==> src/rtl/coin_pkg.sv <==
// Shared types and constants for the coin acceptor front end.
package coin_pkg;

  localparam int COIN_W      = 8;
  localparam int NUM_LANES   = 3;
  localparam int HOLDOFF_CYC = 2;

  typedef enum logic [1:0] {
    IDLE,
    PULSE,
    HOLD,
    GAP
  } emit_state_t;

endpackage

==> src/rtl/coin_debounce.sv <==
// Per-lane debouncer: one-cycle qual_event when the lane qualifies high;
// re-arms only after DEB_CYC consecutive low cycles.
module coin_debounce #(
  parameter int DEB_CYC = 4
) (
  input  logic clk,
  input  logic reset,
  input  logic sense,
  output logic qual_event
);

  localparam int CW = (DEB_CYC > 1) ? $clog2(DEB_CYC) : 1;
  localparam logic [CW-1:0] LAST = CW'(DEB_CYC - 1);

  logic          qual;
  logic [CW-1:0] cnt;

  // cnt tracks consecutive cycles where sense disagrees with the qualified level
  always_ff @(posedge clk or posedge reset) begin
    if (reset) begin
      qual       <= 1'b0;
      cnt        <= '0;
      qual_event <= 1'b0;
    end else begin
      qual_event <= 1'b0;
      if (sense != qual) begin
        if (cnt == LAST) begin
          qual       <= sense;
          cnt        <= '0;
          qual_event <= sense;
        end else begin
          cnt <= cnt + 1'b1;
        end
      end else begin
        cnt <= '0;
      end
    end
  end

endmodule

==> src/rtl/coin_acceptor_tx.sv <==
// Coin acceptor to dispenser link: debounce, coin FIFO, strobe emitter, dispense holdoff.
// Optional macro COIN_REJECT_EN adds the coin_reject pulse output.
module coin_acceptor_tx
  import coin_pkg::*;
#(
  parameter logic [COIN_W-1:0] VAL0 = 8'd5,
  parameter logic [COIN_W-1:0] VAL1 = 8'd10,
  parameter logic [COIN_W-1:0] VAL2 = 8'd25,
  parameter int DEB_CYC    = 4,
  parameter int FIFO_DEPTH = 4,
  parameter int GAP_CYC    = 1
) (
  input  logic                 clk,
  input  logic                 reset,
  input  logic [NUM_LANES-1:0] coin_sense,
  input  logic                 disp_d,
  output logic                 coin_c,
  output logic [COIN_W-1:0]    coin_a,
  output logic                 coin_pending
`ifdef COIN_REJECT_EN
  ,
  output logic                 coin_reject
`endif
);

  localparam int AW = $clog2(FIFO_DEPTH);
  localparam int GW = (GAP_CYC > 1) ? $clog2(GAP_CYC) : 1;
  localparam int HW = $clog2(HOLDOFF_CYC + 1);

  logic [NUM_LANES-1:0] lane_event;
  logic [COIN_W-1:0]    lane_val [NUM_LANES];
  logic [COIN_W-1:0]    push_val;
  logic [COIN_W-1:0]    fifo_mem [FIFO_DEPTH];
  logic [COIN_W-1:0]    head;
  logic [AW-1:0]        wr_ptr, rd_ptr;
  logic [AW:0]          count, count_next;
  logic [HW-1:0]        holdoff;
  logic [GW-1:0]        gap_cnt;
  emit_state_t          state;
  logic                 single, full, push, launch, busy_next;

  assign lane_val[0] = VAL0;
  assign lane_val[1] = VAL1;
  assign lane_val[2] = VAL2;

  for (genvar gi = 0; gi < NUM_LANES; gi++) begin : g_lane
    coin_debounce #(.DEB_CYC(DEB_CYC)) u_deb (
      .clk        (clk),
      .reset      (reset),
      .sense      (coin_sense[gi]),
      .qual_event (lane_event[gi])
    );
  end

  // Full is judged on the current count, so a same-cycle pop never makes room
  assign single = $onehot(lane_event);
  assign full   = (count == (AW + 1)'(FIFO_DEPTH));
  assign push   = single && !full;
  assign head   = fifo_mem[rd_ptr];

  always_comb begin
    push_val = '0;
    for (int i = 0; i < NUM_LANES; i++)
      if (lane_event[i]) push_val = lane_val[i];
  end

  // The last GAP cycle may launch directly so strobes are 2+GAP_CYC apart
  assign launch = (count != '0) && (holdoff == '0) && !disp_d &&
                  ((state == IDLE) || ((state == GAP) && (gap_cnt == '0)));

  always_comb begin
    count_next = count;
    if (push && !launch) count_next = count + 1'b1;
    if (launch && !push) count_next = count - 1'b1;
  end

  always_comb begin
    case (state)
      IDLE:    busy_next = launch;
      GAP:     busy_next = launch || (gap_cnt != '0);
      default: busy_next = 1'b1;
    endcase
  end

  always_ff @(posedge clk) begin
    if (push) fifo_mem[wr_ptr] <= push_val;
  end

  always_ff @(posedge clk or posedge reset) begin
    if (reset) begin
      wr_ptr       <= '0;
      rd_ptr       <= '0;
      count        <= '0;
      holdoff      <= '0;
      coin_pending <= 1'b0;
    end else begin
      if (push)   wr_ptr <= wr_ptr + 1'b1;
      if (launch) rd_ptr <= rd_ptr + 1'b1;
      count        <= count_next;
      coin_pending <= (count_next != '0) || busy_next;
      if (disp_d)             holdoff <= HW'(HOLDOFF_CYC);
      else if (holdoff != '0) holdoff <= holdoff - 1'b1;
    end
  end

  always_ff @(posedge clk or posedge reset) begin
    if (reset) begin
      state   <= IDLE;
      coin_c  <= 1'b0;
      coin_a  <= '0;
      gap_cnt <= '0;
    end else begin
      case (state)
        IDLE, GAP: begin
          if (launch) begin
            state  <= PULSE;
            coin_c <= 1'b1;
            coin_a <= head;
          end else if (state == GAP) begin
            if (gap_cnt == '0) state <= IDLE;
            else               gap_cnt <= gap_cnt - 1'b1;
          end
        end
        PULSE: begin
          state  <= HOLD;
          coin_c <= 1'b0;
        end
        HOLD: begin
          state   <= GAP;
          coin_a  <= '0;
          gap_cnt <= GW'(GAP_CYC - 1);
        end
        default: state <= IDLE;
      endcase
    end
  end

`ifdef COIN_REJECT_EN
  // Ambiguous multi-lane cycles and pushes into a full queue are both rejects
  always_ff @(posedge clk or posedge reset) begin
    if (reset) coin_reject <= 1'b0;
    else       coin_reject <= ((lane_event != '0) && !single) || (single && full);
  end
`endif

endmodule

==> config.mk <==
export PLATFORM = sky130hd
export DESIGN_NAME = coin_acceptor_tx
export DESIGN_NICKNAME = d
export VERILOG_FILES = /design/src/rtl/coin_pkg.sv /design/src/rtl/coin_debounce.sv /design/src/rtl/coin_acceptor_tx.sv
export SDC_FILE = /design/constraint.sdc
export NUM_CORES = 1
export LEC_CHECK = 0
export CORE_UTILIZATION = 35
export CTS_CLUSTER_DIAMETER = 150
export DETAILED_ROUTE_END_ITERATION = 10
export PLACE_DENSITY = 0.5
export RECOVER_POWER = 100
export SLEW_MARGIN = 30
export SYNTH_ARGS = -nofsm -noshare
export SYNTH_HDL_FRONTEND = slang
export SYNTH_SLANG_ARGS = --single-unit
export TNS_END_PERCENT = 30
==> constraint.sdc <==
create_clock -name clk -period 3.07 [get_ports clk]
set_clock_uncertainty 0.15 [all_clocks]
set_input_delay 0.921 -clock clk [delete_from_list [all_inputs] [get_ports clk]]
set_output_delay 0.921 -clock clk [all_outputs]
set_load 0.05 [all_outputs]
==> impl_metrics.json <==
{
  "wl_um": 3372,
  "status": "finished clean",
  "power_density_mw_per_mm2": 875.1,
  "cts_made_buffers": 5,
  "ctsResizeCount": 0,
  "grt_pass1_wl_um": 5927,
  "cts.sinks": 50,
  "antenna_found_initial": 0,
  "layout-drive-gt1-share_pct": 12.36,
  "io_pins": 16,
  "endpoint_kind": "register",
  "first_pass_iters": 4,
  "final_cell_mix": "30 x dfrtp_1, 20 x edfxtp_1, 15 x ha_1",
  "synth_area_sq_mm": 0.002283,
  "maxCapViolations": 0,
  "worstSetupStartpointType": "primary input",
  "grt_max_degree": 31,
  "final_common_cell": "dfrtp_1",
  "grt_pass1_vias": 1283,
  "yosysSeqAreaShare_pct": 59.18,
  "power.leakage_nw": 1.128,
  "drc_errors": 0,
  "grt_use_total_pct": 11.95,
  "drt_iter0_drc": 78,
  "coreArea_sq_mm": 0.006314,
  "start_util_pct": 36.17,
  "grt_setup_unrepaired": "false",
  "tritoncts": "yes",
  "ctsHtreeMaxLevel": 2,
  "fin_crit_sh_pct": 92.56,
  "irDropWorstVdd_mv": 0.4059,
  "wire_per_inst_um": 13.22,
  "synth-edff-count": 20,
  "grt_overflow": 0,
  "worstSetupPathType": "in2reg",
  "cp_cell_sequence": "dlygate4sd3_1 > nand4b_2 > maj3_1 > a22o_1 > or4_1",
  "critPathMaxStageDelay_ns": 0.60,
  "port_buffers": 12,
  "synth_cell_types": 42,
  "n_antenna_cell": 0,
  "fin_crit_ns": 2.842,
  "postSynthCellCount": 161,
  "tns_ns": 0,
  "hold_buffers": 0,
  "synth_warnings": 0,
  "finalSetupViolCount": 0,
  "synth.ff_latch_count": 50,
  "cp_max_fo": 5,
  "ant_nets": 0,
  "viasPerCell": 4.741,
  "path_clk_slew_ns": 0.09,
  "async_flop_share_pct": 60.00,
  "hold_violations": 0,
  "die_area_sq_mm": 0.006851,
  "area_growth_pct": 11.67,
  "final_util_pct": 40.39,
  "cp_slowest_cell": "dlygate4sd3_1",
  "min_path_type": "reg2reg",
  "ys.flop_type": "dfrtp_1",
  "slew_viol_final": 0,
  "clock-root-buffer": "clkbuf_8",
  "synth.avg_cell_area_sq_um": 14.18,
  "clkLatencyLatePin_ns": 0.30,
  "via_count": 1209,
  "crit_required_ns": 3.10,
  "dp_hpwl_um": 2525,
  "max_freq_ghz": 0.3519,
  "die_h_um": 82.77,
  "post_cts_buffers": 0,
  "fp.dieW_um": 82.77,
  "arrival_ns": 2.87,
  "core.rowCount": 29,
  "nets": 199,
  "cts_buffer_depth": 2,
  "gp_congestion": 0.7212
}
## synth_stat cells (2+ instances only)
cell type / count / area [sq um]
mux2_2: 3 / 33.78
nor2b_1: 4 / 25.02
mux2i_1: 2 / 20.02
and3_2: 5 / 37.54
edfxtp_1: 20 / 600.6
ha_1: 15 / 187.7
a22o_1: 5 / 43.79
a21oi_1: 2 / 10.01
buf_4: 3 / 22.52
inv_1: 11 / 41.29
nor3_1: 5 / 25.02
o21ai_0: 3 / 15.01
xnor2_1: 9 / 78.83
nor2_1: 6 / 22.52
and3b_1: 3 / 26.28
nand2b_1: 3 / 18.77
mux4_2: 5 / 112.6
dfrtp_1: 30 / 750.7
nand2_1: 4 / 15.01
## state kept, by name, indices dropped and copies added, names as in the netlist
signal / count
rd_ptr: 2
count: 3
g_lane.u_deb.cnt: 6
g_lane.u_deb.qual: 3
coin_c: 1
state: 2
holdoff: 2
wr_ptr: 2
coin_a: 5
fifo_mem: 20
g_lane.u_deb.qual_event: 3
coin_pending: 1
## metal layers
| layer | global-route usage [%] | up-vias | wire [um] |
|---|---|---|---|
| li1 | - | 595 | - |
| met1 | 13.27 | 589 | 1516 |
| met2 | 21.31 | 18 | 1705 |
| met3 | 3.607 | 7 | 111 |
| met4 | 4.655 | 0 | 39 |
| met5 | 0 | - | 0 |
## per-stage QoR
| step | std cells | cell area, sq um | hold WS, ns | power, W | setup WS (ns) |
|---|---|---|---|---|---|
| final | 255 | 2550 | 0.2925 | 0.002231 | 0.2283 |
| after global routing | 255 | 2550 | 0.3110 | 0.002423 | 0.1662 |
| after CTS | 255 | 2562 | 0.3003 | 0.002288 | 0.3952 |
| after detailed placement | 247 | 2474 | 0.2871 | 0.001904 | 0.06499 |
| after global placement | 247 | 2474 | 0.2745 | 0.001867 | 0.1072 |
| after floorplan | 163 | 2291 | 0.2644 | 0.001691 | 0.5743 |
## final cells by class
class	count	area (sq um)
Fill cell	597	3764
Clock buffer	5	68.82
Multi-Input combinational cell	96	844.6
Tap cell	77	96.34
Sequential cell	50	1351
Inverter	11	41.29
Timing Repair Buffer	13	127.6
Clock inverter	3	20.02
## worst paths after layout
| check | slack [ns] | start | cells past startpoint | endpoint |
|---|---|---|---|---|
| min reg2reg | 0.29 | g_lane[2].u_deb.cnt[0]$_DFF_PP0_ | 1 | g_lane[2].u_deb.cnt[0]$_DFF_PP0_ |
| max reg2reg | 0.42 | g_lane[2].u_deb.qual_event$_DFF_PP0_ | 6 | coin_pending$_DFF_PP0_ |
| max | 0.23 | disp_d | 5 | coin_pending$_DFF_PP0_ |
| min | 0.29 | g_lane[2].u_deb.cnt[0]$_DFF_PP0_ | 1 | g_lane[2].u_deb.cnt[0]$_DFF_PP0_ |
| min in group asynchronous | 0.98 | reset | 3 | g_lane[1].u_deb.cnt[0]$_DFF_PP0_ |
| max in group asynchronous | 1.51 | reset | 3 | count[0]$_DFF_PP0_ |
## worst max-delay path: cells and delay by family
kind | cells | cell delay [ns]
AND/OR/NAND/NOR | 2 | 0.77
adder cells (fa/ha/maj) | 1 | 0.39
AO/OA/AOI/OAI | 1 | 0.20
buffers and inverters | 1 | 0.60
## where the power goes
group | internal [W] | switching (W) | leakage, nW
logic | 0.000379 | 0.000462 | 0.521
clock network | 0.000161 | 0.000214 | 0.0422
registers | 0.000870 | 0.000145 | 0.565
total | 0.00141 | 0.000822 | 1.13
## logic make-up (layout without fill, tap and decap cells)
logic type	after synthesis	after routing	share of synthesized area, %
AO/OA/AOI/OAI	16	16	4.932
XOR/XNOR	10	10	3.836
adder cells (fa/ha/maj)	17	17	9.589
buffers and inverters	17	32	3.616
flip-flops	50	50	59.18
multiplexers	10	10	7.288
other	1	3	0.1642
AND/OR/NAND/NOR	40	40	11.40
No activity file was read; power rests on OpenSTA's default activity.
